==> config.mk <==
export PLATFORM = sky130hd
export DESIGN_NAME = mem_port_arbiter
export DESIGN_NICKNAME = d
export VERILOG_FILES = /design/src/rtl/mem_arb_pkg.sv /design/src/rtl/rr_arbiter2.sv /design/src/rtl/mem_port_arbiter.sv
export SDC_FILE = /design/constraint.sdc
export NUM_CORES = 1
export LEC_CHECK = 0
export ABC_CLOCK_PERIOD_IN_PS = 2700
export CAP_MARGIN = 20
export CORE_AREA = 2 2 110 112
export CTS_CLUSTER_DIAMETER = 40
export DETAILED_ROUTE_END_ITERATION = 10
export DIE_AREA = 0 0 112 114
export PLACE_DENSITY = 0.8
export SYNTH_ARGS = -nofsm -noshare
export SYNTH_HDL_FRONTEND = slang
export SYNTH_SLANG_ARGS = --single-unit
==> constraint.sdc <==
create_clock -name clk -period 2.7 [get_ports clk]
set_input_delay 0.675 -clock clk [delete_from_list [all_inputs] [get_ports clk]]
set_output_delay 0.675 -clock clk [all_outputs]
set_load 0.02 [all_outputs]
==> src/rtl/mem_arb_pkg.sv <==
// mem_arb_pkg: shared types and constants for the memory-port arbiter.
//   arb_state_t  : sequencer states (ABORT is only reachable with ARB_TIMEOUT_EN)
//   NUM_REQ      : number of cache requesters sharing the port
//   REQ_ICACHE   : requester index of the instruction cache
//   REQ_DCACHE   : requester index of the data cache
//   idx_onehot() : requester index -> one-hot requester vector
package mem_arb_pkg;

  localparam int   NUM_REQ    = 2;
  localparam logic REQ_ICACHE = 1'b0;
  localparam logic REQ_DCACHE = 1'b1;

  typedef enum logic [2:0] {
    IDLE   = 3'd0,
    CMD    = 3'd1,
    WBURST = 3'd2,
    RBURST = 3'd3,
    DONE   = 3'd4,
    ABORT  = 3'd5
  } arb_state_t;

  function automatic logic [NUM_REQ-1:0] idx_onehot(input logic idx);
    idx_onehot = (idx == REQ_DCACHE) ? 2'b10 : 2'b01;
  endfunction

endpackage

==> src/rtl/rr_arbiter2.sv <==
// rr_arbiter2: combinational two-way round-robin pick.
//   req      in  2  pending requests
//   last_gnt in  1  index of the requester that owned the port last
//   gnt      out 2  one-hot pick (0 when nothing is requested)
// A lone request always wins; on a tie the requester that did not go last wins.
module rr_arbiter2
  import mem_arb_pkg::*;
(
  input  logic [NUM_REQ-1:0] req,
  input  logic               last_gnt,
  output logic [NUM_REQ-1:0] gnt
);

  always_comb begin
    gnt = '0;
    case (req)
      2'b01:   gnt = 2'b01;
      2'b10:   gnt = 2'b10;
      2'b11:   gnt = (last_gnt == REQ_DCACHE) ? 2'b01 : 2'b10;
      default: gnt = '0;
    endcase
  end

endmodule

==> src/rtl/mem_port_arbiter.sv <==
// mem_port_arbiter: shares one main-memory port between the instruction cache
// (requester 0) and the data cache (requester 1). Each grant covers a whole
// line burst of BEATS words; the port is re-arbitrated round-robin only after
// the burst completes.
//
// Ports:
//   clk, rst            clock, asynchronous active-low reset
//   req/we/addr/wdata   per-requester burst request, direction, line address,
//                       current write beat (requester i in slice i)
//   gnt                 one-hot owner, asserted from CMD through the last beat
//   wack/rvalid/rdata   per-beat write accept / read valid, shared read data
//   done/err            one-cycle burst complete / burst aborted pulses
//   mem_req/we/addr/ack memory command channel
//   mem_wvalid/wdata/wready  memory write beat channel
//   mem_rvalid/rdata    memory read beat channel
//   dbg_state           current sequencer state (arb_state_t encoding)
//
// Handshakes: a command transfers on the edge where mem_req && mem_ack; a
// write beat transfers where mem_wvalid && mem_wready; a read beat transfers
// where mem_rvalid is high in RBURST (mem_rvalid elsewhere is dropped). The
// requester side mirrors these: wack/rvalid are high exactly on the transfer
// cycle of the owning requester.
//
// Build option: define ARB_TIMEOUT_EN to abort any burst that spends TIMEOUT
// cycles in CMD/WBURST/RBURST; without it err is tied low and stalls wait forever.
module mem_port_arbiter
  import mem_arb_pkg::*;
#(
  parameter int ADDR_W  = 32,
  parameter int DATA_W  = 32,
  parameter int BEATS   = 8,
  parameter int TIMEOUT = 64
) (
  input  logic                      clk,
  input  logic                      rst,
  input  logic [NUM_REQ-1:0]        req,
  input  logic [NUM_REQ-1:0]        we,
  input  logic [NUM_REQ*ADDR_W-1:0] addr,
  input  logic [NUM_REQ*DATA_W-1:0] wdata,
  output logic [NUM_REQ-1:0]        gnt,
  output logic [NUM_REQ-1:0]        wack,
  output logic [NUM_REQ-1:0]        rvalid,
  output logic [DATA_W-1:0]         rdata,
  output logic [NUM_REQ-1:0]        done,
  output logic [NUM_REQ-1:0]        err,
  output logic                      mem_req,
  output logic                      mem_we,
  output logic [ADDR_W-1:0]         mem_addr,
  input  logic                      mem_ack,
  output logic                      mem_wvalid,
  output logic [DATA_W-1:0]         mem_wdata,
  input  logic                      mem_wready,
  input  logic                      mem_rvalid,
  input  logic [DATA_W-1:0]         mem_rdata,
  output logic [2:0]                dbg_state
);

  localparam int BW = $clog2(BEATS);
  localparam logic [BW-1:0] LAST_BEAT = BW'(BEATS - 1);

  arb_state_t          state;
  logic                g_idx;      // owner index, kept through DONE/ABORT
  logic                last_gnt;
  logic [BW-1:0]       beat_cnt;
  logic [NUM_REQ-1:0]  pick;
  logic                cur_idx;
  logic                sel_we;
  logic [ADDR_W-1:0]   sel_addr;
  logic [DATA_W-1:0]   sel_wdata;
  logic                last_beat;

  rr_arbiter2 u_rr (
    .req      (req),
    .last_gnt (last_gnt),
    .gnt      (pick)
  );

  // In IDLE the command fields come from the requester being picked this
  // cycle; afterwards they track the owner so CMD re-samples every cycle.
  assign cur_idx   = (state == IDLE) ? pick[1] : g_idx;
  assign sel_we    = (cur_idx == REQ_ICACHE) ? we[0] : we[1];
  assign sel_addr  = (cur_idx == REQ_ICACHE) ? addr[ADDR_W-1:0]
                                             : addr[2*ADDR_W-1:ADDR_W];
  assign sel_wdata = (g_idx == REQ_ICACHE) ? wdata[DATA_W-1:0]
                                           : wdata[2*DATA_W-1:DATA_W];
  assign last_beat = (beat_cnt == LAST_BEAT);
  assign dbg_state = state;

  // Beat-level outputs are decodes of the registered state, so they are
  // quiet outside their burst state and zero in reset.
  always_comb begin
    mem_wvalid = (state == WBURST);
    mem_wdata  = mem_wvalid ? sel_wdata : '0;
    rdata      = (state == RBURST) ? mem_rdata : '0;
    wack       = (state == WBURST && mem_wready) ? idx_onehot(g_idx) : '0;
    rvalid     = (state == RBURST && mem_rvalid) ? idx_onehot(g_idx) : '0;
  end

`ifdef ARB_TIMEOUT_EN
  localparam int TW = $clog2(TIMEOUT + 1);
  localparam logic [TW-1:0] TMO_LAST = TW'(TIMEOUT - 1);

  logic [TW-1:0] tmo_cnt;
  logic          in_burst;
  logic          finishing;

  assign in_burst  = (state == CMD) || (state == WBURST) || (state == RBURST);
  // A burst whose final beat lands on the timeout edge is reported as done.
  assign finishing = last_beat &&
                     (((state == WBURST) && mem_wready) ||
                      ((state == RBURST) && mem_rvalid));
`else
  logic unused_timeout;
  assign unused_timeout = (TIMEOUT != 0);
  assign err = '0;
`endif

  always_ff @(posedge clk or negedge rst) begin
    if (!rst) begin
      state    <= IDLE;
      g_idx    <= REQ_ICACHE;
      last_gnt <= REQ_DCACHE;
      beat_cnt <= '0;
      gnt      <= '0;
      done     <= '0;
      mem_req  <= 1'b0;
      mem_we   <= 1'b0;
      mem_addr <= '0;
`ifdef ARB_TIMEOUT_EN
      err      <= '0;
      tmo_cnt  <= '0;
`endif
    end else begin
      done <= '0;
`ifdef ARB_TIMEOUT_EN
      err  <= '0;
`endif
      case (state)
        IDLE: begin
          if (|pick) begin
            gnt      <= pick;
            g_idx    <= pick[1];
            mem_req  <= 1'b1;
            mem_we   <= sel_we;
            mem_addr <= sel_addr;
            state    <= CMD;
`ifdef ARB_TIMEOUT_EN
            tmo_cnt  <= '0;
`endif
          end
        end

        CMD: begin
          mem_we   <= sel_we;
          mem_addr <= sel_addr;
          if (mem_ack) begin
            mem_req <= 1'b0;
            state   <= sel_we ? WBURST : RBURST;
          end
        end

        WBURST: begin
          if (mem_wready) begin
            if (last_beat) begin
              beat_cnt <= '0;
              gnt      <= '0;
              done     <= idx_onehot(g_idx);
              state    <= DONE;
            end else begin
              beat_cnt <= beat_cnt + 1'b1;
            end
          end
        end

        RBURST: begin
          if (mem_rvalid) begin
            if (last_beat) begin
              beat_cnt <= '0;
              gnt      <= '0;
              done     <= idx_onehot(g_idx);
              state    <= DONE;
            end else begin
              beat_cnt <= beat_cnt + 1'b1;
            end
          end
        end

        DONE: begin
          last_gnt <= g_idx;
          mem_we   <= 1'b0;
          mem_addr <= '0;
          state    <= IDLE;
        end

`ifdef ARB_TIMEOUT_EN
        ABORT: begin
          last_gnt <= g_idx;
          state    <= IDLE;
        end
`endif

        default: state <= IDLE;
      endcase

`ifdef ARB_TIMEOUT_EN
      // Placed after the case so an abort overrides whatever the burst
      // states scheduled on this edge.
      if (in_burst) begin
        if (tmo_cnt == TMO_LAST && !finishing) begin
          state    <= ABORT;
          err      <= idx_onehot(g_idx);
          gnt      <= '0;
          mem_req  <= 1'b0;
          mem_we   <= 1'b0;
          mem_addr <= '0;
          beat_cnt <= '0;
        end else begin
          tmo_cnt <= tmo_cnt + 1'b1;
        end
      end
`endif
    end
  end

endmodule

# After elaboration in Yosys (flattened, before gate mapping)
# Index checks and enable logic that the tools add are counted.
totals:
  ff_bits: 46
  wordCells: 74
op_classes:
  addsub: 1
  n_eq_ne: 12
  mux: 38
  reduce_logical: 14
ops:
  columns: ["operator", "n"]
  rows:
  - ["32-bit 2-to-1 mux", 5]
  - ["32-bit one-hot mux with 3 select lines", 1]
  - ["3-bit 2-to-1 mux", 8]
  - ["2-bit 2-to-1 mux", 11]
  - ["2-bit one-hot mux with 3 select lines", 2]
  - ["3-bit one-hot mux with 4 select lines", 1]
  - ["4-bit AND reduction", 2]
  - ["3-bit by 2-bit equality test with 1-bit output (second input constant)", 2]
  - ["3-bit equality test (second input constant)", 2]
  - ["1-bit 2-to-1 mux", 6]
  - ["3-bit one-hot mux with 2 select lines", 1]
  - ["3-bit AND reduction", 2]
  - ["3-bit nonzero test", 2]
  - ["2-bit equality test (second input constant)", 2]
  - ["2-bit by 1-bit != test with 1-bit output (second input constant)", 2]
  - ["2-bit != test (second input constant)", 2]
  - ["2-bit one-hot mux with 2 select lines", 1]
  - ["2-bit AND reduction", 2]
  - ["2-bit nonzero test", 2]
  - ["3-bit by 1-bit adder with 3-bit output (second input constant)", 1]
  - ["3-bit by 1-bit equality test with 1-bit output (second input constant)", 1]
  - ["3-bit zero test", 1]
  - ["1-bit one-hot mux with 3 select lines", 1]
  - ["2-bit by 1-bit equality test with 1-bit output (second input constant)", 1]
  - ["other kinds (3)", 4]

# Depth between registers and ports, before layout
# Gate-level depths: netlist (run 1).
depth:
  word_depth: 7
  mapped_depth: 6
  ltp_nobuf: 5

# By module
# A second synthesis (run 1) with hierarchy kept.
hier_totals:
  hier_cells: 397
  area_unflattened_um2: 3633.5
modules_own_cells:
  columns: ["module", "n_inst", "cells_each", "area_per_inst_um2"]
  rows:
  - ["mem_port_arbiter", 1, 394, 3614.7]
  - ["rr_arbiter2", 1, 3, 18.8]

# Worst setup path before layout (run 1)
# OpenSTA, ideal clock, no wires.
synth_path:
  path_type: "reg2out"
  start: "reg state[0], in the netlist dbg_state[0]"
  end: "out rvalid[0]"
  arrival_time_ns: 1.792
  required_time_ns: 2.025
  slack_ns: 0.233
  stages_incl_launch_ff: 7
  path_buffers: 2
  cell_sequence: "dfrtp_1 -> buf_2 -> inv_1 -> nor3b_1 -> clkbuf_1 -> nand2_1 -> nor2_1"
synth_between:
  elab_chain_cells: 3
synth_rtl:
  columns: ["element", "line_no", "source"]
  rows:
  - ["from (decl)", "mem_port_arbiter.sv:61", "arb_state_t state;"]
  - ["from (signal assigned)", "mem_port_arbiter.sv:158", "state <= sel_we ? WBURST : RBURST;"]
  - ["3-bit by 2-bit equality test with 1-bit output", "mem_port_arbiter.sv:96", "rvalid = (state == RBURST && mem_rvalid) ? idx_onehot(g_idx) : '0;"]
  - ["1-bit logical AND", "mem_port_arbiter.sv:96", null]
  - ["2-bit 2-to-1 mux", "mem_port_arbiter.sv:96", null]
  - ["to (decl)", "mem_port_arbiter.sv:42", "output logic [NUM_REQ-1:0] rvalid,"]
# No other way between the ends.

# Final worst setup path (run 1)
layout_path:
  start: "in mem_wready"
  end: "out wack[1]"
layout_between:
  elab_chain_cells: 2
layout_rtl:
  columns: ["element", "line_no", "source"]
  rows:
  - ["from (decl)", "mem_port_arbiter.sv:52", "input logic mem_wready,"]
  - ["1-bit logical AND", "mem_port_arbiter.sv:95", "wack = (state == WBURST && mem_wready) ? idx_onehot(g_idx) : '0;"]
  - ["2-bit 2-to-1 mux", "mem_port_arbiter.sv:95", null]
  - ["to (decl)", "mem_port_arbiter.sv:41", "output logic [NUM_REQ-1:0] wack,"]
# No other way between the ends.

==> results of run 1 <==
[state kept, by name, summed over array words and instances, names as in the netlist]
| register | flops |
|---|---|
| last_gnt | 1 |
| beat_cnt | 3 |
| done | 2 |
| gnt | 2 |
| mem_we | 1 |
| g_idx | 1 |
| mem_addr | 32 |
| dbg_state | 3 |
| mem_req | 1 |
[through the flow]
stage | worst slack (ns) | std cells | hold slack [ns]
after floorplan | 0.233 | 324 | 0.379
after global placement | 0.0340 | 737 | 0.467
after detailed placement | 0.0353 | 737 | 0.475
after CTS | 0.00212 | 745 | 0.489
after global routing | 0.0144 | 745 | 0.508
final | 0.0358 | 745 | 0.484
[report_power, final]
group | total (mW) | internal, mW | switching, mW
registers | 1.24 | 1.02 | 0.216
logic | 4.49 | 2.13 | 2.35
clock network | 0.802 | 0.555 | 0.247
[path summary, 6_finish.rpt]
| check | slack [ns] | start | endpoint | cells past startpoint |
|---|---|---|---|---|
| min in group asynchronous | 0.49 | rst | mem_addr[12] | 2 |
| min reg2reg | 0.48 | mem_addr[4] | mem_addr[4] | 2 |
| max in group asynchronous | 1.79 | rst | dbg_state[0] | 2 |
| min | 0.48 | mem_addr[4] | mem_addr[4] | 2 |
| max | 0.04 | mem_wready | wack[1] | 3 |
| max reg2reg | 0.80 | dbg_state[1] | mem_addr[9] | 6 |
[synth_stat cells (2+ instances only)]
library cell  instances
mux2i_1              66
dfrtp_1              45
nand2_1              43
nor2_1               38
and2_1               33
o21ai_1              31
clkbuf_1             16
a21oi_1               6
mux2_2                5
and3_1                4
buf_6                 3
nand2b_1              3
o21ai_0               3
a32o_1                2
buf_1                 2
buf_2                 2
buf_4                 2
ha_1                  2
inv_1                 2
nor3b_1               2
[layer usage]
layer  up-vias  wire length [um]  GRT usage
met5         -                 0          0
met4         0                94     0.0317
met3         8               951     0.0462
met2       166              7010      0.367
met1      1589              4420      0.193
li1       1640                 -          -
[worst max-delay path: cells and delay by family]
kind / cells / cell delay [ns]
buffers and inverters: 2 / 1.14
AND/OR/NAND/NOR: 1 / 0.17
[layout make-up]
type,count,area [sq um]
Inverter,2,7.51
Sequential cell,46,1150
Tap cell,147,184
Clock buffer,6,139
Multi-Input combinational cell,251,1660
Fill cell,1069,5470
Clock inverter,2,60.1
Timing Repair Buffer,291,3040
[logic make-up after synthesis]
kind of cell	share of synthesized area
AND/OR/NAND/NOR	0.204
multiplexers	0.245
AO/OA/AOI/OAI	0.101
flip-flops	0.394
buffers and inverters	0.0458
adder cells (fa/ha/maj)	0.00856
other	0.00128
[timing repair]
| item | in CTS | in global routing |
|---|---|---|
| setup endpoints to repair | 42 | 51 |
| resized for setup | 12 | 51 |
| setup buffers | 0 | 0 |
==> impl_metrics.toml, run 1 <==
[floorplan]
ios = 281
initial_utilization = 0.250
rows = 40
die_w_um = 112
die-area_sq_mm = 0.0128
coreArea_sq_mm = 0.0117
die_y_um = 114

[sta]
finalSetupViolations = 0
tightest_slew_ns = 0.579
finalSetupTns_ns = 0
rsz0062_at_grt = "no"
fmax_mhz = 375
fin_skew_ns = 0.00592
final.period_utilization = 0.987
slew_headroom = 0.614
final_max_slew_viol_count = 0
post-route-min-period_ns = 2.66
finalHoldViolCount = 0

[synth]
synth_cells = 323
synth_cell_type_count = 33
netlist_area_sq_mm = 0.00292
ys_ff_latch = 46
synth_async_sr_flop_share = 1.00
yosys.area.top_type_share = 0.385
synth_area_leader_cell = "dfrtp_1"
yosysWarnings = 0
synth-seq-area-share = 0.394
ys_dominant_reg_cell = "dfrtp_1"
syn_avg_cell_area_sq_um = 9.05
synth.area.top_cells = "dfrtp_1 39%, mux2i_1 23%, and2_1 7.1%"
synth_edf_count = 0

[global_routing]
grt_max_degree = 47
grt_pass1_wl_um = 18400
globalRouteOverflowTotal = 0
track_usage = 0.182
grt_pass1_vias = 3528
antenna_found_initial = 0

[power_and_ir_drop]
p_leak_nw = 3.49
ir_worst_vdd_mv = 0.588
power.density_mw_per_mm2 = 1050
totalPowerFinal_mw = 6.53

[clocking]
cts.sinks = 46
cts_buffer_depth = 2
cts-buffers-inserted = 5
htree_levels = 2
cts.clk_slew.worst_paths_ns = 0.06
cts-root-buf = "clkbuf_16"
holdBufCountCts = 0
clk_latency_ns = 0.28
cts_tree = "yes"

[routing]
routed_wl_um = 12500
avgRoutedWirePerCell_um = 16.7
viasPerCell = 4.57
drtPass1Iterations = 4
detail-route-antenna-nets = 0
first_iter_violations = 160
post-route-drc-count = 0
num_vias = 3403

[layout]
fin_util = 0.533
drive_gt1_frac = 0.0719
n_antenna_cell = 0
syn_to_final_growth_pct = 114
layout_commonest_cell = "clkdlybuf4s50_1"
design_area_sq_mm = 0.00624
final_cell_mix = "209 x clkdlybuf4s50_1, 66 x mux2i_1, 51 x dlymetal6s2s_1"
fin_nets = 768

[critical_path]
crit_fanout = 3
crit_path_end_kind = "output port"
crit_required_ns = 2.03
max_stage_delay_ns = 0.63
crit_chain = "clkdlybuf4s50_1 > and3_1 > clkdlybuf4s50_1"
cp_slowest_cell = "clkdlybuf4s50_1"
cpMostUsedCell = "clkdlybuf4s50_1"
arrival_ns = 1.99
cp-start-kind = "primary input"
worstSetupPathType = "in -> out"

[run_status]
status = "complete, no violations"

[placement]
dp_hpwl_um = 10400
placed_area_sq_mm = 0.00592
io_buffers = 278
gp_congestion = 0.881

[run]
cap_violations = 0

[min_path]
hold_path_class = "reg -> reg"
(Power assumes the default switching activity.)
==> run 2, diff against run 1 <==
Settings changed: SETUP_SLACK_MARGIN from default to 0.3.
==> impl_metrics.toml, run 2 (same netlist as run 1, synthesis figures left out) <==
[run_status]
status = "complete, no violations"

[critical_path]
cp-start-kind = "primary input"
worstSetupPathType = "in -> out"
arrival_ns = 1.69
crit_path_end_kind = "output port"
crit_fanout = 3
crit_required_ns = 2.03

[sta]
final.period_utilization = 0.874
fmax_mhz = 424
hold-worst-slack_ns = 0.485
tightest_slew_ns = 0.578
rsz0062_at_grt = "yes"
fin_ws_ns = 0.340
final_max_slew_viol_count = 0
finalSetupViolations = 0
slew_headroom = 0.615
finalHoldViolCount = 0
finalSetupTns_ns = 0
post-route-min-period_ns = 2.36
fin_skew_ns = 0.00871

[layout]
multi_input_area_sq_mm = 0.00167
ff_latch_area_sq_mm = 0.00116
largest_register_ffs = 32
fin_util = 0.500
fillerInstances = 1102
layout_commonest_cell = "clkdlybuf4s50_1"
syn_to_final_growth_pct = 100
design_area_sq_mm = 0.00586
n_antenna_cell = 0
regMostFlops = "mem_addr"
drive_gt1_frac = 0.169
final_cell_mix = "208 x clkdlybuf4s50_1, 65 x mux2i_1, 52 x clkbuf_2"
fin_nets = 772

[global_routing]
grt_pass1_vias = 3550
track_usage = 0.180
grt_pass1_wl_um = 18300
grt_max_degree = 47
antenna_found_initial = 0
globalRouteOverflowTotal = 0

[power_and_ir_drop]
power.density_mw_per_mm2 = 1060
p_leak_nw = 2.72
ir_worst_vdd_mv = 0.707

[routing]
post-route-drc-count = 0
num_vias = 3412
routed_wl_um = 12200
detail-route-antenna-nets = 0
avgRoutedWirePerCell_um = 16.3
drtPass1Iterations = 4
first_iter_violations = 138
viasPerCell = 4.56

[clocking]
holdBufCountCts = 0
htree_levels = 2
cts-buffers-inserted = 5
cts.sinks = 46
clk_latency_ns = 0.28
cts-root-buf = "clkbuf_16"
cts.clk_slew.worst_paths_ns = 0.06
cts_tree = "yes"
cts_buffer_depth = 2

[min_path]
hold_path_class = "in -> async"

[placement]
io_buffers = 278
dp_hpwl_um = 10000
placed_area_sq_mm = 0.00594
gp_congestion = 0.846
dp_slack_ns = 0.0361

[floorplan]
initial_utilization = 0.250
ios = 281
coreArea_sq_mm = 0.0117
die_y_um = 114
die_w_um = 112
die-area_sq_mm = 0.0128
rows = 40

[run]
cap_violations = 0
## run 2: cell count changes in the layout (fill, tap and decap cells not counted), sizes merged
cell and change:
clkdlybuf4s50 -1, clkinv +1, clkdlybuf4s15 +6, bufinv -2
buf +5, clkbuf +53, dlymetal6s2s -51, dlygate4sd2 -7
## run 2: final timing paths
| kind | endpoint | slack (ns) | start | cells after the start |
|---|---|---|---|---|
| worst max-delay path | wack[1] | 0.34 | mem_wready | 3 |
| worst min-delay path | mem_req | 0.48 | rst | 2 |
| worst max register to register | mem_addr[13] | 0.83 | dbg_state[0] | 6 |
| worst min register to register | mem_we | 0.49 | mem_we | 2 |
| max in group asynchronous | g_idx | 1.80 | rst | 2 |
| min in group clk | mem_we | 0.49 | mem_we | 2 |
## run 2: where the power goes
group	internal (mW)	leakage (nW)	switching [mW]	total (mW)
Combinational	1.96	2.09	2.39	4.34
Sequential	1.02	0.562	0.212	1.24
Clock	0.367	0.0739	0.238	0.604
Total	3.35	2.72	2.84	6.18
## run 2: critical path, stage by stage
cell and delay (ns):
clkdlybuf4s50_1 0.52, and3_1 0.18, clkdlybuf4s15_1 0.31
## run 2: cell type report
| cell class | instances | share of cell area |
|---|---|---|
| timing repair buffer | 295 | 0.460 |
| multi-input combinational | 251 | 0.285 |
| sequential | 46 | 0.197 |
| tap | 147 | 0.0314 |
| clock buffer | 7 | 0.0244 |
| inverter | 2 | 0.00128 |
| clock inverter | 1 | 0.000855 |
## run 2: routing by layer
metal,up-vias,part of all wire,global-route usage
li1,1645,-,-
met1,1576,0.35,0.184
met2,173,0.54,0.359
met3,18,0.086,0.0494
met4,0,0.021,0.0480
met5,-,0,0
## run 2: through the flow
stage | power, mW | cells
2_1_floorplan | 3.73 | 324
3_3_place_gp | 5.80 | 739
3_5_place_dp | 5.88 | 739
4_1_cts | 6.33 | 748
5_1_grt | 6.59 | 749
6_report | 6.18 | 749
## run 2: repair_timing
item | 4_1_cts | 5_1_grt
cloned | 1 | 0
setup buffers | 0 | 1
pin swaps | 1 | 0
resized for setup | 74 | 105
endpoints found under the setup margin | 61 | 59
==> patch: new RTL, config.mk and constraints of run 1 <==
Change the parameter `BEATS` from 8 to 4.
--- a/src/rtl/mem_port_arbiter.sv
+++ b/src/rtl/mem_port_arbiter.sv
@@ -28,7 +28,7 @@
 #(
   parameter int ADDR_W  = 32,
   parameter int DATA_W  = 32,
-  parameter int BEATS   = 8,
+  parameter int BEATS   = 4,
   parameter int TIMEOUT = 64
 ) (
   input  logic                      clk,
Formal check against the unedited RTL: not equivalent (a bounded check fails within 10 cycles, from zero or initial values and one cycle with rst low).
==> patch against run 1 <==
- worst hold slack worse by 0.18 ns
- first-iteration DRC count shrank 39%
- cell area shrank 0.94%
- synthesized area shrank 1.1%
- power shrank 4.8%
- register-to-register slack better by 0.04 ns
- wire length shrank 7.4%
- sequential cell count shrank 1
- setup slack improved by 0.040 ns
- critical endpoint is now rdata[11]
==> patch: results (changes against run 1) <==
metric,value,unit,change
root cell of the clock tree,clkbuf_16,,
FF-to-FF Start,dbg_state[0],,
largest net degree at the start of global routing,35,,-26%
CP max stage cell,clkdlybuf4s50_1,,
vias per cell,4.51,,-1.2%
Via Count,3343,,-1.8%
DP Cell Count,734,,-0.41%
Net Sw Frac,43.5,%,+0.34 points
vias in the first global route,3473,,-1.6%
status,completed,,
CP max stage delay,0.60,ns,-0.03 ns
CTS Buf Count,5,,unchanged
synth warn,0,,unchanged
fin nets,764,,-0.52%
CP Launch Type,register,,
DRT iter0 DRCs,97,,-39%
routed len/inst,15.6,um,-6.9%
first-pass GRT wire length,17.5,mm,-4.9%
gpl congestion,0.804,,-8.8%
synth cell count leaders,"mux2i_1, dfrtp_1, nand2_1",,
detailed placement HPWL,9.28,mm,-11%
port bufs,278,,unchanged
Tightest Hold Check Type,in2async,,
Peak supply drop,0.488,mV,-17%
fraction of layout cells with a size suffix above 1,5.56,%,-1.6 points
Syn Area/Cell,9.01,um^2,-0.45%
Filler cells,1062,,-0.65%
sequential-to-total area share from yosys stat,39.0,%,-0.44 points
Final Skew,0.00792,ns,+0.00199 ns
Tot GR Track Use,16.8,%,-1.4 points
Lkg Pwr,3.59,nW,+2.9%
dpl ws,0.0250,ns,-0.0102 ns
top post-synthesis cells by area,"dfrtp_1, mux2i_1, and2_1, o21ai_1, nand2_1",,
-- patch: cell count changes after synthesis, sizes merged, moves of 2 or more --
cell,run 1,this run
buf,9,12
clkbuf,16,13
nand2,43,41
nand2b,3,1
-- patch: final cells by class --
cell class,count,area [um^2],area share [%]
flip-flops and latches,45,1130,18.2
repair buffers,290,3070,49.6
inverters,3,11.3,0.182
clock buffers,5,125,2.02
well taps,147,184,2.97
clock inverters,2,35.0,0.566
multi-input cells,249,1640,26.4
-- patch: final timing paths --
kind                       slack, ns  cells after the start            to
max in group asynchronous       1.67                      2   mem_addr[8]
hold / removal                  0.31                      1       done[1]
min in group clk                0.48                      2  mem_addr[12]
setup reg to reg                0.84                      6  mem_addr[11]
hold reg to reg                 0.48                      2  mem_addr[12]
setup / recovery                0.08                      5     rdata[11]
-- patch: cells by family after synthesis --
kind of cell | Yosys count | synth area share, %
buffers and inverters | 28 | 5.23
AO/OA/AOI/OAI | 47 | 9.56
adder cells (fa/ha/maj) | 1 | 0.432
other | 1 | 0.130
AND/OR/NAND/NOR | 128 | 20.9
multiplexers | 71 | 24.8
flip-flops | 45 | 39.0
-- patch: critical path: cells and delay by family (launching register included) --
kind,cells,cell delay [ns]
AND/OR/NAND/NOR,2,0.37
flip-flops,1,0.38
buffers and inverters,3,0.91
-- patch: through the flow --
step	instance area (um^2)	hold slack, ns	total power, mW
finish	6180	0.309	6.22
global route	6180	0.327	6.64
CTS	6030	0.315	6.35
detailed placement	5880	0.475	5.67
global placement	5880	0.466	5.56
floorplan	2900	0.379	3.69
-- patch: power groups by stage --
stage | Sequential [mW] | Combinational, mW | Clock [mW]
global route | 1.21 | 4.71 | 0.721
finish | 1.17 | 4.38 | 0.665
CTS | 1.18 | 4.49 | 0.689
global placement | 1.17 | 4.39 | 0
floorplan | 1.51 | 2.18 | 0
detailed placement | 1.19 | 4.48 | 0
-- patch: what timing repair did --
| action | 4_1_cts | 5_1_grt |
|---|---|---|
| resized for setup | 2 | 60 |
| setup endpoints to repair | 2 | 60 |
| endpoints found under the hold margin | 0 | 0 |
-- patch: layer usage --
layer	part of all wire, %	vias up	GRT usage (%)	wire (um)
met4	1.1	0	3.01	128
li1	-	1630	-	-
met2	55	125	32.0	6340
met3	6.2	13	4.09	714
met1	38	1575	19.3	4370
met5	0	-	0	0
